==> src/rtl/apb_uart_pkg.sv <==
// Shared constants for the APB UART blocks: register map, CTRL/STATUS bit positions, TX FSM states.
package apb_uart_pkg;

    localparam logic [1:0] REG_TXDATA = 2'd0;
    localparam logic [1:0] REG_STATUS = 2'd1;
    localparam logic [1:0] REG_CTRL   = 2'd2;
    localparam logic [1:0] REG_BAUD   = 2'd3;

    localparam int CTRL_EN    = 0;
    localparam int CTRL_PEN   = 1;
    localparam int CTRL_PODD  = 2;
    localparam int CTRL_STOP2 = 3;
    localparam int CTRL_IE    = 4;
    localparam int CTRL_W     = 5;

    localparam int ST_BUSY    = 0;
    localparam int ST_FULL    = 1;
    localparam int ST_EMPTY   = 2;
    localparam int ST_LVL_LSB = 8;

    typedef enum logic [2:0] {
        S_IDLE   = 3'd0,
        S_START  = 3'd1,
        S_DATA   = 3'd2,
        S_PARITY = 3'd3,
        S_STOP   = 3'd4
    } tx_state_e;

endpackage

==> src/rtl/apb_uart_tx_sync_fifo.sv <==
// Generic synchronous FIFO: head data visible combinationally, push/pop commit on the clock edge.
// Pointers carry one extra wrap bit so full/empty/level come straight from their difference.
module sync_fifo #(
    parameter int  WIDTH = 8,
    parameter int  DEPTH = 8,
    localparam int AW    = $clog2(DEPTH)
) (
    input  logic             clk,
    input  logic             rst,
    input  logic             push,
    input  logic [WIDTH-1:0] wdata,
    input  logic             pop,
    output logic [WIDTH-1:0] rdata,
    output logic             full,
    output logic             empty,
    output logic [AW:0]      level
);

    logic [WIDTH-1:0] mem_q [DEPTH];
    logic [AW:0]      wr_q, rd_q;

    assign level = wr_q - rd_q;
    assign full  = (level == AW'(0) + (AW+1)'(DEPTH));
    assign empty = (wr_q == rd_q);
    assign rdata = mem_q[rd_q[AW-1:0]];

    always_ff @(posedge clk) begin
        if (rst) begin
            wr_q <= '0;
            rd_q <= '0;
        end else begin
            if (push && !full)
                wr_q <= wr_q + 1'b1;
            if (pop && !empty)
                rd_q <= rd_q + 1'b1;
        end
    end

    always_ff @(posedge clk) begin
        if (push && !full)
            mem_q[wr_q[AW-1:0]] <= wdata;
    end

endmodule

==> src/rtl/apb_uart_tx.sv <==
// APB3 UART transmitter: register file, TX FIFO and a frame serialiser.
// Frame format and divisor are latched when a byte is popped, so reprogramming only affects later frames.
module apb_uart_tx
    import apb_uart_pkg::*;
#(
    parameter int DATA_BITS  = 8,
    parameter int FIFO_DEPTH = 8,
    parameter int RESET_DIV  = 15,
    parameter int ADDR_WIDTH = 8
) (
    input  logic                  PCLK,
    input  logic                  PRESET,
    input  logic                  PSEL,
    input  logic                  PENABLE,
    input  logic                  PWRITE,
    input  logic [ADDR_WIDTH-1:0] PADDR,
    input  logic [31:0]           PWDATA,
    output logic [31:0]           PRDATA,
    output logic                  PREADY,
    output logic                  PSLVERR,
    output logic                  tx_serial,
    output logic                  tx_done,
    output logic                  irq
);

    localparam int         LW       = $clog2(FIFO_DEPTH) + 1;
    localparam logic [2:0] LAST_BIT = 3'(DATA_BITS - 1);

    logic [CTRL_W-1:0]    ctrl_q, ctrl_d;
    logic [15:0]          baud_q, baud_d;
    logic                 access, addr_ok, push, pop, bit_end;
    logic [1:0]           reg_sel;
    logic [31:0]          status;
    logic [DATA_BITS-1:0] fifo_rdata;
    logic                 fifo_full, fifo_empty;
    logic [LW-1:0]        fifo_level;

    tx_state_e            state_q;
    logic [15:0]          cnt_q, div_q;
    logic [DATA_BITS-1:0] shift_q;
    logic [2:0]           bit_q;
    logic                 par_q, pen_q, stop2_q, stop_q, tx_q, done_q;

    logic                 unused_ok;
    assign unused_ok = ^{PWDATA[31:16], PADDR[1:0]};

    assign access  = PSEL & PENABLE;
    assign addr_ok = (PADDR[ADDR_WIDTH-1:4] == '0);
    assign reg_sel = PADDR[3:2];
    // Fullness is judged before any pop in the same cycle: a full FIFO never accepts.
    assign push    = access & PWRITE & addr_ok & (reg_sel == REG_TXDATA) & !fifo_full;

    assign PREADY    = 1'b1;
    assign tx_serial = tx_q;
    assign tx_done   = done_q;
    assign irq       = ctrl_q[CTRL_IE] & fifo_empty & (state_q == S_IDLE);

    always_comb begin
        PSLVERR = access & (!addr_ok
                  | (PWRITE & (reg_sel == REG_STATUS))
                  | (PWRITE & (reg_sel == REG_TXDATA) & fifo_full));
    end

    always_comb begin
        status                       = '0;
        status[ST_BUSY]              = (state_q != S_IDLE);
        status[ST_FULL]              = fifo_full;
        status[ST_EMPTY]             = fifo_empty;
        status[ST_LVL_LSB +: LW]     = fifo_level;
        PRDATA = '0;
        if (access && !PWRITE && addr_ok) begin
            case (reg_sel)
                REG_STATUS: PRDATA = status;
                REG_CTRL:   PRDATA = 32'(ctrl_q);
                REG_BAUD:   PRDATA = 32'(baud_q);
                default:    PRDATA = '0;
            endcase
        end
    end

    always_comb begin
        ctrl_d = ctrl_q;
        baud_d = baud_q;
        if (access && PWRITE && addr_ok) begin
            if (reg_sel == REG_CTRL) ctrl_d = PWDATA[CTRL_W-1:0];
            if (reg_sel == REG_BAUD) baud_d = PWDATA[15:0];
        end
    end

    always_ff @(posedge PCLK) begin
        if (PRESET) begin
            ctrl_q <= '0;
            baud_q <= 16'(RESET_DIV);
        end else begin
            ctrl_q <= ctrl_d;
            baud_q <= baud_d;
        end
    end

    sync_fifo #(.WIDTH(DATA_BITS), .DEPTH(FIFO_DEPTH)) u_fifo (
        .clk   (PCLK),
        .rst   (PRESET),
        .push  (push),
        .wdata (PWDATA[DATA_BITS-1:0]),
        .pop   (pop),
        .rdata (fifo_rdata),
        .full  (fifo_full),
        .empty (fifo_empty),
        .level (fifo_level)
    );

    assign bit_end = (cnt_q == div_q);
    // A new frame starts from IDLE, or straight out of the final stop period with no idle gap.
    assign pop = ctrl_q[CTRL_EN] & !fifo_empty &
                 ((state_q == S_IDLE) |
                  ((state_q == S_STOP) & bit_end & (!stop2_q | stop_q)));

    always_ff @(posedge PCLK) begin
        if (PRESET) begin
            state_q <= S_IDLE;
            cnt_q   <= '0;
            div_q   <= '0;
            shift_q <= '0;
            bit_q   <= '0;
            par_q   <= 1'b0;
            pen_q   <= 1'b0;
            stop2_q <= 1'b0;
            stop_q  <= 1'b0;
            tx_q    <= 1'b1;
            done_q  <= 1'b0;
        end else begin
            done_q <= 1'b0;
            if (pop) begin
                state_q <= S_START;
                tx_q    <= 1'b0;
                cnt_q   <= '0;
                div_q   <= baud_q;
                shift_q <= fifo_rdata;
                bit_q   <= '0;
                par_q   <= (^fifo_rdata) ^ ctrl_q[CTRL_PODD];
                pen_q   <= ctrl_q[CTRL_PEN];
                stop2_q <= ctrl_q[CTRL_STOP2];
                stop_q  <= 1'b0;
                done_q  <= (state_q == S_STOP);
            end else if (state_q == S_IDLE) begin
                tx_q <= 1'b1;
            end else if (!bit_end) begin
                cnt_q <= cnt_q + 16'd1;
            end else begin
                cnt_q <= '0;
                case (state_q)
                    S_START: begin
                        state_q <= S_DATA;
                        tx_q    <= shift_q[0];
                        shift_q <= shift_q >> 1;
                    end
                    S_DATA: begin
                        if (bit_q == LAST_BIT) begin
                            state_q <= pen_q ? S_PARITY : S_STOP;
                            tx_q    <= pen_q ? par_q : 1'b1;
                        end else begin
                            bit_q   <= bit_q + 3'd1;
                            tx_q    <= shift_q[0];
                            shift_q <= shift_q >> 1;
                        end
                    end
                    S_PARITY: begin
                        state_q <= S_STOP;
                        tx_q    <= 1'b1;
                    end
                    S_STOP: begin
                        if (stop2_q && !stop_q) begin
                            stop_q <= 1'b1;
                        end else begin
                            state_q <= S_IDLE;
                            tx_q    <= 1'b1;
                            done_q  <= 1'b1;
                        end
                    end
                    default: begin
                        state_q <= S_IDLE;
                        tx_q    <= 1'b1;
                    end
                endcase
            end
        end
    end

endmodule

==> config.mk <==
export PLATFORM = sky130hd
export DESIGN_NAME = apb_uart_tx
export DESIGN_NICKNAME = d
export VERILOG_FILES = /design/src/rtl/apb_uart_pkg.sv /design/src/rtl/apb_uart_tx_sync_fifo.sv /design/src/rtl/apb_uart_tx.sv
export SDC_FILE = /design/constraint.sdc
export NUM_CORES = 1
export LEC_CHECK = 0
export ABC_AREA = 1
export CAP_MARGIN = 20
export CELL_PAD_IN_SITES_DETAIL_PLACEMENT = 2
export CELL_PAD_IN_SITES_GLOBAL_PLACEMENT = 2
export CORE_MARGIN = 2
export CORE_UTILIZATION = 33
export CTS_CLUSTER_DIAMETER = 150
export DETAILED_ROUTE_END_ITERATION = 7
export GPL_TIMING_DRIVEN = 0
export HOLD_SLACK_MARGIN = 0.02
export PLACE_DENSITY = 0.89
export SYNTH_ARGS = -nofsm -noshare
export SYNTH_HDL_FRONTEND = slang
export SYNTH_SLANG_ARGS = --single-unit
==> constraint.sdc <==
create_clock -name PCLK -period 3.58 [get_ports PCLK]
set_input_delay 0.716 -clock PCLK [delete_from_list [all_inputs] [get_ports PCLK]]
set_output_delay 0.716 -clock PCLK [all_outputs]
set_load 0.005 [all_outputs]
==> out/qor.txt, run 1 <==
Synth area leaders -> edfxtp_1 (27%), dfxtp_1 (23%), nand2_1 (12%), nor2_1 (6.2%), inv_1 (5.8%)
Synth unique cells -> 37
Vert. Die Dim -> 151.5 µm
Hpwl dp -> 18500 µm
Htree depth -> 4
Count of input and output buffers -> 46
Wirelength per Cell -> 24.19 µm
Data required time at the worst endpoint -> 2.86 ns
Max-Cap Viols -> 0
Clk slew on worst S/H paths -> 0.06 ns
# placed instances -> 1248
Most common cell after layout, fill and taps aside -> nand2_1
Worst Path Max Fanout -> 4
Antenna violations before repair -> 0
CORE AREA -> 21220 µm²
Worst-margin pin slew -> 1.103 ns
Relative slew slack -> 26.19%
Place WS -> 0.05565 ns
DR DRC count -> 0
Power after layout -> 3.802 mW
TritonRoute pass-1 iters -> 5
Peak supply drop -> 294.0 µV
Largest delay share family, worst path -> buffers and inverters
Clk_lat worst skew -> 0.45 ns
Buf+Inv Stages, Crit Path -> 3
Fin cells -> 1286
Pins Over Slew Limit -> 0
Initial DRC Count -> 514
Root buffer cell -> clkbuf_16
Worst hold slack -> 0.4831 ns
Lkg Pwr -> 3.639 nW
Violated checks -> negative setup slack
Drt total wl -> 31110 µm
CP peak stage delay -> 0.53 ns
M1 wire length -> 12670 µm
Largest net degree at the start of global routing -> 17
WL met3 -> 1492 µm
Register area share after synthesis -> 50.18%
Layout Nets -> 1052
I/O pin count -> 82
Setup-failing EPs final -> 1
Yosys warning count -> 0
Most frequent cells in the layout -> nand2_1 (221), nor2_1 (116), inv_1 (108)
Hold Path Class -> register to register
Crit. End Element -> output port
Standard-cell rows -> 53
Period minus WS final -> 3.613 ns
Startpoint Class -> register
#FFs+latches synth -> 148
Antenna viol nets, final -> 0
Placer Congestion -> 0.7989
WS Path Type -> register to output port
DR WL met2 -> 15720 µm
Die Footprint -> 22960 µm²
Global-route wire length before repair -> 45730 µm
Post-Synthesis Cells -> 909
Gr usage total -> 27.11%
Synth Cell Area -> 7181 µm²
CP cell instances -> inv_2, ha_1, inv_2, fa_2, xor2_2, nor3_4, nand3_2, a31oi_4, clkdlybuf4s50_1
Vias in the first global route -> 7575
Status -> finished with violations
Final Cycle Share -> 100.9%
Via count -> 6894
CTS tree -> yes
Clock Path Buffers -> 2
Leading area contributor after synthesis -> edfxtp_1
Area grow syn2layout -> 22.06%
Avg Cell Area, Syn -> 7.899 µm²
RSZ-0062 raised after global routing -> yes
Worst path most repeated cell -> inv_2
Vias per Instance -> 5.361
Critical Path AT -> 2.90 ns
Die width -> 151.5 µm
Final WS setup -> -0.03289 ns
PwrDens -> 433.8 nW/µm²
Initial Util -> 33.84%
CTS Buf Count -> 17
DR top layer -> met4
Total gr overflow -> 0
Max frequency -> 276.8 MHz
Final hold vios -> 0
Clock sinks -> 148
Post-synth top area share -> 26.76%
Share of layout cells above drive strength 1 -> 12.46%
CP max stage cell -> clkdlybuf4s50_1
Clock Skew -> 0.009682 ns
Hold buffer count at CTS -> 0
Antenna cell count -> 0
-- cells by family (layout without fill, tap and decap cells) --
family	count (synthesis)	count (layout)	share of synthesized area (%)
compound gates	100	100	7.301
xor+xnor	26	26	3.171
fa+ha+maj	9	9	1.673
buf+inv	163	250	10.16
flops	148	148	50.18
other cells	2	17	0.1046
simple gates	461	461	27.41
-- cell usage after synthesis --
library cell and instances:
nand2_1 223, nor2_1 119, inv_1 111, dfxtp_1 84, nand3_1 76, edfxtp_1 64, o21ai_0 48, a21oi_1 42
buf_4 20, xnor2_1 17, nor3_1 14, clkbuf_1 11, buf_2 10, xor2_1 9, ha_1 8, nand4_1 7
nor2_2 5, buf_6 4, inv_2 4, nor3b_1 4, nand2_2 3, nand2_4 3, nand3_2 3, nor2_4 3
a211oi_1 2, a31oi_1 2, buf_1 2, conb_1 2, a21oi_2 1, a221oi_1 1, a22oi_1 1, a31o_2 1
clkinv_1 1, fa_1 1, nor4_2 1, o211ai_1 1, o21ai_1 1
-- final timing paths --
check	startpoint	to	slack, ns	cells past startpoint
max reg2reg	u_fifo.rd_q[2]$_SDFFE_PP0P_	u_fifo.mem_q[2][5]$_DFFE_PP_	0.23	12
min	div_q[5]$_SDFFE_PP0N_	div_q[5]$_SDFFE_PP0N_	0.48	2
min reg2reg	div_q[5]$_SDFFE_PP0N_	div_q[5]$_SDFFE_PP0N_	0.48	2
max	u_fifo.wr_q[0]$_SDFFE_PP0P_	PRDATA[1]	-0.03	9
-- sequential cells by signal, indices dropped and copies added, names as in the netlist, 4 cells and up, named ones only --
signal,cells
cnt_q,16
ctrl_q,5
u_fifo.wr_q,4
div_q,16
baud_q,16
u_fifo.rd_q,4
shift_q,8
u_fifo.mem_q,64
-- tightest hold or removal path, delay by kind of cell (launching register included) --
| kind | cells | cell delay (ns) |
|---|---|---|
| buffers and inverters | 1 | 0.07 |
| AO/OA/AOI/OAI | 1 | 0.06 |
| flip-flops | 1 | 0.31 |
-- layout make-up --
type	instances	area [µm²]
inverters	116	439.2
clock buffers	19	432.9
well taps	275	344.1
fillers	2402	12460
repair buffers	55	523.0
flip-flops and latches	148	3610
plain buffers	47	299.0
multi-input cells	613	3013
clock inverters	13	103.9
-- routing by layer --
layer	vias up	track usage, %
li1	3057	-
met5	-	0
met1	3511	33.09
met2	249	47.44
met3	77	4.341
met4	0	11.57
-- where the power goes --
part           leakage (nW)  internal, mW  switching, mW  total, mW
registers              1.25          1.77         0.0112       1.78
clock network         0.243         0.894          0.821       1.71
logic                  2.14         0.101          0.204      0.305
-- metrics by stage --
step / setup TNS (ns) / instance area (µm²) / util [%]
2_1_floorplan: 0 / 7237 / -
3_3_place_gp: -2.082 / 8041 / 37.90
3_5_place_dp: 0 / 8071 / 38.04
4_1_cts: -0.05875 / 8651 / 40.77
5_1_grt: -0.1553 / 8765 / 41.30
6_report: -0.03289 / 8765 / 41.30
-- repair_timing --
action / 4_1_cts / 5_1_grt
setup buffers: 0 / 6
pin swaps: 1 / 3
setup endpoints to repair: 10 / 22
gates resized for setup: 13 / 20
Note: power is estimated with default switching activity, not from simulation.
==> inputs of run 2 (changes only) <==
--- a/config.mk
+++ b/config.mk
@@ -16,6 +16,7 @@
 export GPL_TIMING_DRIVEN = 0
 export HOLD_SLACK_MARGIN = 0.02
 export PLACE_DENSITY = 0.89
+export SETUP_SLACK_MARGIN = 0.05
 export SYNTH_ARGS = -nofsm -noshare
 export SYNTH_HDL_FRONTEND = slang
 export SYNTH_SLANG_ARGS = --single-unit
==> run 2 against run 1 <==
The run still ends with negative setup slack left. Sequential share of layout area up 0.086 points. Sequential power barely moved. Non-clock buffer count down 1. Highest routed layer unchanged.
==> out/qor.txt, run 2 (synthesis results as in run 1) <==
Startpoint Class -> register
Placer Congestion -> 0.7989
Relative slew slack -> 28.27%
Area grow syn2layout -> 21.76%
Fill count -> 2407
Vias per Instance -> 5.305
CP peak stage delay -> 0.53 ns
Status -> finished with violations
PwrDens -> 435.4 nW/µm²
Global-route wire length before repair -> 45770 µm
Worst-margin pin slew -> 1.072 ns
Vias in the first global route -> 7622
Initial Util -> 33.84%
I/O pin count -> 82
Drt total wl -> 30340 µm
Antenna cell count -> 0
Fin cells -> 1285
Share of layout cells above drive strength 1 -> 12.18%
Layout Nets -> 1051
Hpwl dp -> 18500 µm
Critical Path AT -> 2.88 ns
Most frequent cells in the layout -> nand2_1 (221), nor2_1 (116), inv_1 (108)
CTS Buf Count -> 17
Clock Skew -> 0.009261 ns
Violated checks -> negative setup slack
Antenna violations before repair -> 0
Worst hold slack -> 0.4822 ns
Standard-cell rows -> 53
Final Cycle Share -> 100.4%
Clock sinks -> 148
TritonRoute pass-1 iters -> 5
Initial DRC Count -> 491
Clk slew on worst S/H paths -> 0.07 ns
Final hold vios -> 0
R2R setup slack -> 0.22 ns
Pins Over Slew Limit -> 0
Total gr overflow -> 0
CORE AREA -> 21220 µm²
Crit. End Element -> output port
Wirelength per Cell -> 23.61 µm
Worst Path Max Fanout -> 4
Peak supply drop -> 278.8 µV
# placed instances -> 1248
Count of input and output buffers -> 46
Period minus WS final -> 3.593 ns
Die Footprint -> 22960 µm²
RSZ-0062 raised after global routing -> yes
CP max stage cell -> clkdlybuf4s50_1
CP cell instances -> inv_2, ha_1, inv_2, fa_2, xor2_2, nor3_4, nand3_2, a31oi_4, clkdlybuf4s50_1
Setup-failing EPs final -> 1
Lkg Pwr -> 3.629 nW
Place WS -> 0.05565 ns
Largest net degree at the start of global routing -> 17
Max-Cap Viols -> 0
Antenna viol nets, final -> 0
Max frequency -> 278.3 MHz
Fin util -> 41.20%
Hold Path Class -> register to register
Clock Path Buffers -> 2
Htree depth -> 4
Root buffer cell -> clkbuf_16
DR DRC count -> 0
Vert. Die Dim -> 151.5 µm
Most common cell after layout, fill and taps aside -> nand2_1
CTS tree -> yes
Data required time at the worst endpoint -> 2.86 ns
WS Path Type -> register to output port
Die width -> 151.5 µm
Max reg flops -> 64
Via count -> 6817
Worst path most repeated cell -> inv_2
Gr usage total -> 27.13%
Clk_lat worst skew -> 0.45 ns
Setup_tns -> -0.01280 ns
Final WS setup -> -0.01280 ns
## run 2: cell count changes in the layout (fill, tap and decap cells not counted), sizes merged
| cell | change |
|---|---|
| buf | -1 |
## run 2: repair_timing
action	CTS	global route
hold buffers	0	0
setup endpoints to repair	15	21
setup buffers	0	5
gates resized for setup	14	16
pin swaps	1	3
## run 2: layer usage
| layer | vias to the layer above | global-route usage (%) | share of wire [%] |
|---|---|---|---|
| met4 | 0 | 13.33 | 3.8 |
| met5 | - | 0 | 0 |
| met1 | 3469 | 32.97 | 41 |
| met3 | 73 | 4.641 | 4.6 |
| met2 | 235 | 46.56 | 50 |
| li1 | 3040 | - | - |
## run 2: area by class of cell
type                            instances  area (µm²)  area share, %
Inverter                              116       439.2          5.023
Timing Repair Buffer                   54       515.5          5.896
Clock buffer                           19       432.9          4.951
Clock inverter                         13       103.9          1.188
Tap cell                              275       344.1          3.935
Buffer                                 47       299.0          3.420
Multi-Input combinational cell        613        3000          34.32
Sequential cell                       148        3608          41.27
## run 2: report_power, final
group / switching [mW] / internal [mW]
clock network: 0.827 / 0.894
logic: 0.202 / 0.101
registers: 0.0114 / 1.77
total: 1.04 / 2.77
## run 2: worst paths after layout
kind / startpoint / cells after the start / end
worst max-delay path: u_fifo.wr_q[0]$_SDFFE_PP0P_ / 9 / PRDATA[1]
worst min-delay path: div_q[5]$_SDFFE_PP0N_ / 2 / div_q[5]$_SDFFE_PP0N_
worst max register to register: u_fifo.rd_q[1]$_SDFFE_PP0P_ / 12 / u_fifo.mem_q[6][1]$_DFFE_PP_
worst min register to register: div_q[5]$_SDFFE_PP0N_ / 2 / div_q[5]$_SDFFE_PP0N_
## run 2: per-stage QoR
step	instance area [µm²]	power, mW
3_3_place_gp	8041	2.094
3_5_place_dp	8071	2.103
2_1_floorplan	7237	1.979
5_1_grt	8743	3.898
4_1_cts	8652	3.784
6_report	8743	3.806
## run 2: critical path: cells and delay by family, from the launching register on
| family | cells | cell delay, ns |
|---|---|---|
| XOR/XNOR | 1 | 0.23 |
| buffers and inverters | 3 | 0.68 |
| adder cells (fa/ha/maj) | 2 | 0.56 |
| flip-flops | 1 | 0.34 |
| AND/OR/NAND/NOR | 2 | 0.41 |
| AO/OA/AOI/OAI | 1 | 0.20 |
==> inputs of run 3 (changes only) <==
--- a/config.mk
+++ b/config.mk
@@ -9,7 +9,7 @@
 export CAP_MARGIN = 20
 export CELL_PAD_IN_SITES_DETAIL_PLACEMENT = 2
 export CELL_PAD_IN_SITES_GLOBAL_PLACEMENT = 2
-export CORE_MARGIN = 2
+export CORE_MARGIN = 3
 export CORE_UTILIZATION = 33
 export CTS_CLUSTER_DIAMETER = 150
 export DETAILED_ROUTE_END_ITERATION = 7
@@ -19,4 +19,5 @@
 export SETUP_SLACK_MARGIN = 0.05
 export SYNTH_ARGS = -nofsm -noshare
 export SYNTH_HDL_FRONTEND = slang
+export SYNTH_HIERARCHICAL = 1
 export SYNTH_SLANG_ARGS = --single-unit
==> run 3 against run 2 <==
The run now ends clean. Count of clock-buffer cells in the layout rose by 1. Die area barely moved. Non-clock buffer count rose by 1. Core utilization rose by 1.5 points. Total power rose by 2.4%. Worst setup slack improved by 0.078 ns. Fmax rose by 2.2%. First-iteration DRC count rose by 34%. Clock power rose by 16%. Clock skew rose by 0.0097 ns. Combinational power fell by 53%.
==> out/qor.txt, run 3 <==
Clk_lat worst skew -> 0.44 ns
Largest family of logic cells by synthesized area -> simple AND/OR/NAND/NOR gates
Clock power share -> 51.2%
CTS tree -> yes
Adder-cell share of the synthesized area -> 1.721%
Clock Path Buffers -> 2
Peak supply drop -> 377.4 µV
Global-route wire length before repair -> 44570 µm
Post-Synth Simple-Gate Area -> 24.65%
Antenna violations before repair -> 0
Post-synth EDFFs -> 64
Root buffer cell -> clkbuf_16
Comb pwr share -> 3.7%
Data required time at the worst endpoint -> 3.65 ns
Placer Congestion -> 0.7865
Internal power -> 2.987 mW
WS Path Type -> register to register
Hold Crit Depth -> 2
Hpwl dp -> 18170 µm
CP peak stage delay -> 0.55 ns
Synth area leaders -> edfxtp_1 (28%), dfxtp_1 (24%), nand2_1 (10%), nor2_1 (8.2%), o21ai_0 (5.0%)
Initial DRC Count -> 656
Setup-failing EPs final -> 0
I/O pin count -> 82
Sw frac -> 23.37%
TritonRoute pass-1 iters -> 5
Final Cycle Share -> 98.19%
Place WS -> -1.341 ns
Post-synth top area share -> 27.53%
Lkg Pwr -> 3.632 nW
Worst Hold Path EP -> bit_q[2]$_SDFFE_PP0P_
Vias per Instance -> 5.477
RR Startpoint -> u_fifo/wr_q[1]$_SDFFE_PP0P_
Worst-margin pin slew -> 0.6263 ns
Yosys warning count -> 6
Synth Cell Area -> 6980 µm²
#FFs+latches synth -> 148
Worst Hold Launch -> bit_q[2]$_SDFFE_PP0P_
Top_reg_cell synth -> dfxtp_1
Mux share of post-synthesis cell area -> 0%
Largest net degree at the start of global routing -> 17
Final WS setup -> 0.06476 ns
Worst path most repeated cell -> inv_1
DP Area -> 7835 µm²
Reg2Reg Depth -> 12
R2r endpoint -> u_fifo/mem_q[1][3]$_DFFE_PP_
# placed instances -> 1200
Max frequency -> 284.5 MHz
CTS Buf Count -> 17
Fin cells -> 1244
Die width -> 151.4 µm
Clk slew on worst S/H paths -> 0.07 ns
Max-Cap Viols -> 0
Clock Skew -> 0.01895 ns
Area grow syn2layout -> 25.42%
Post-Synthesis Cells -> 869
Crit. End Element -> register
Count of input and output buffers -> 46
Htree depth -> 4
Initial Util -> 34.06%
Hold buffer count at CTS -> 0
Most frequent cell after synthesis -> nand2_1
Register area share after synthesis -> 51.62%
Standard-cell rows -> 52
Leading area contributor after synthesis -> edfxtp_1
CP max stage cell -> nor2_2
Total gr overflow -> 0
Vias in the first global route -> 7424
Drt total wl -> 31810 µm
Critical Path AT -> 3.59 ns
Sw Pwr -> 0.9113 mW
Die Footprint -> 22930 µm²
Most common cell after layout, fill and taps aside -> nand2_1
DR DRC count -> 0
Via count -> 6813
FFs w/ async S/R, synth -> 0%
Sequential share of power -> 45.1%
Final Cell Area -> 8755 µm²
Avg Cell Area, Syn -> 8.033 µm²
Clock sinks -> 148
CORE AREA -> 20490 µm²
Max reg flops -> 64
Wirelength per Cell -> 25.57 µm
Final hold vios -> 0
Antenna viol nets, final -> 0
CP cell instances -> inv_1, fa_1, inv_1, nand2_1, nand2_2, nor2_4, nand3_4, inv_2, or2_4, nor4_4, nand3_2, nor2_2
Fill count -> 2240
RSZ-0062 raised after global routing -> yes
Status -> finished, final reports clean
Compound-cell area share of the yosys netlist -> 11.06%
Gr usage total -> 26.13%
Share of layout cells above drive strength 1 -> 13.04%
Period minus WS final -> 3.515 ns
Synth Area in XOR/XNOR -> 2.008%
R2R setup slack -> 0.06 ns
Synth cell count leaders -> nand2_1 (186), nor2_1 (153), dfxtp_1 (84), inv_1 (83), o21ai_0 (70)
Hold Path Class -> register to register
Most frequent cells in the layout -> nand2_1 (186), nor2_1 (142), dfxtp_1 (83)
Worst Path Max Fanout -> 8
Vert. Die Dim -> 151.4 µm
Synth unique cells -> 42
Antenna cell count -> 0
PwrDens -> 445.3 nW/µm²
Relative slew slack -> 58.11%
Startpoint Class -> register
Layout Nets -> 1015
Pins Over Slew Limit -> 0
==> run 3: cell families after synthesis <==
| family | count (synthesis) |
|---|---|
| xor+xnor | 16 |
| simple gates | 412 |
| flops | 148 |
| other cells | 2 |
| compound gates | 146 |
| buf+inv | 136 |
| fa+ha+maj | 9 |
==> run 3: stage by stage <==
stage          total power, mW  setup TNS, ns  hold WS, ns  util (%)
2_1_floorplan            1.846              0       0.4332         -
3_3_place_gp             1.908         -60.85       0.4510     38.23
3_5_place_dp             1.915         -85.83       0.4629     38.23
4_1_cts                  3.846              0       0.4708     42.23
5_1_grt                  3.970        -0.8060       0.4995     42.72
6_report                 3.899              0       0.4695     42.72
==> run 3: worst max-delay path by stage <==
stage	cells after the start	from	endpoint
global route	12	u_fifo/wr_q[1]$_SDFFE_PP0P_	u_fifo/mem_q[1][1]$_DFFE_PP_
CTS	8	PADDR[6]	PRDATA[5]
finish	12	u_fifo/wr_q[1]$_SDFFE_PP0P_	u_fifo/mem_q[1][3]$_DFFE_PP_
floorplan	13	u_fifo/wr_q[0]$_SDFFE_PP0P_	u_fifo/mem_q[0][0]$_DFFE_PP_
detailed placement	6	PADDR[5]	u_fifo/mem_q[4][3]$_DFFE_PP_
global placement	6	PADDR[5]	u_fifo/mem_q[4][3]$_DFFE_PP_
==> run 3: final cells by class <==
type	instances	area [µm²]	area share [%]
plain buffers	44	277.8	3.173
clock inverters	12	151.4	1.729
repair buffers	58	603.1	6.889
flip-flops and latches	148	3607	41.20
well taps	270	337.8	3.859
clock buffers	20	478.0	5.459
multi-input cells	600	2949	33.69
inverters	92	350.3	4.002
==> run 3: timing repair <==
| action | CTS | global route |
|---|---|---|
| resized for setup | 35 | 21 |
| setup endpoints to repair | 85 | 79 |
| buffers inserted | 6 | 6 |
| pin swaps | 7 | 5 |
==> run 3: power groups by stage <==
stage	logic (mW)	clock network [mW]	registers (mW)
floorplan	0.0497	0	1.80
global placement	0.112	0	1.80
detailed placement	0.118	0	1.80
CTS	0.129	1.96	1.76
global route	0.151	2.06	1.76
finish	0.143	2.00	1.76
==> run 3: worst max-delay path: cells and delay by family, from the launching register on <==
kind	cells	cell delay, ns
fa+ha+maj	1	0.49
buf+inv	3	0.30
simple gates	8	1.85
flops	1	0.49
==> run 3: layer usage <==
| layer | GRT usage (%) | routed length [µm] | share of wire (%) | vias to the layer above |
|---|---|---|---|---|
| met4 | 10.15 | 1407 | 4.4 | 0 |
| met5 | 0 | 0 | 0 | - |
| li1 | - | - | - | 2984 |
| met2 | 46.01 | 16010 | 50 | 315 |
| met1 | 31.30 | 12660 | 40 | 3404 |
| met3 | 5.147 | 1737 | 5.5 | 110 |
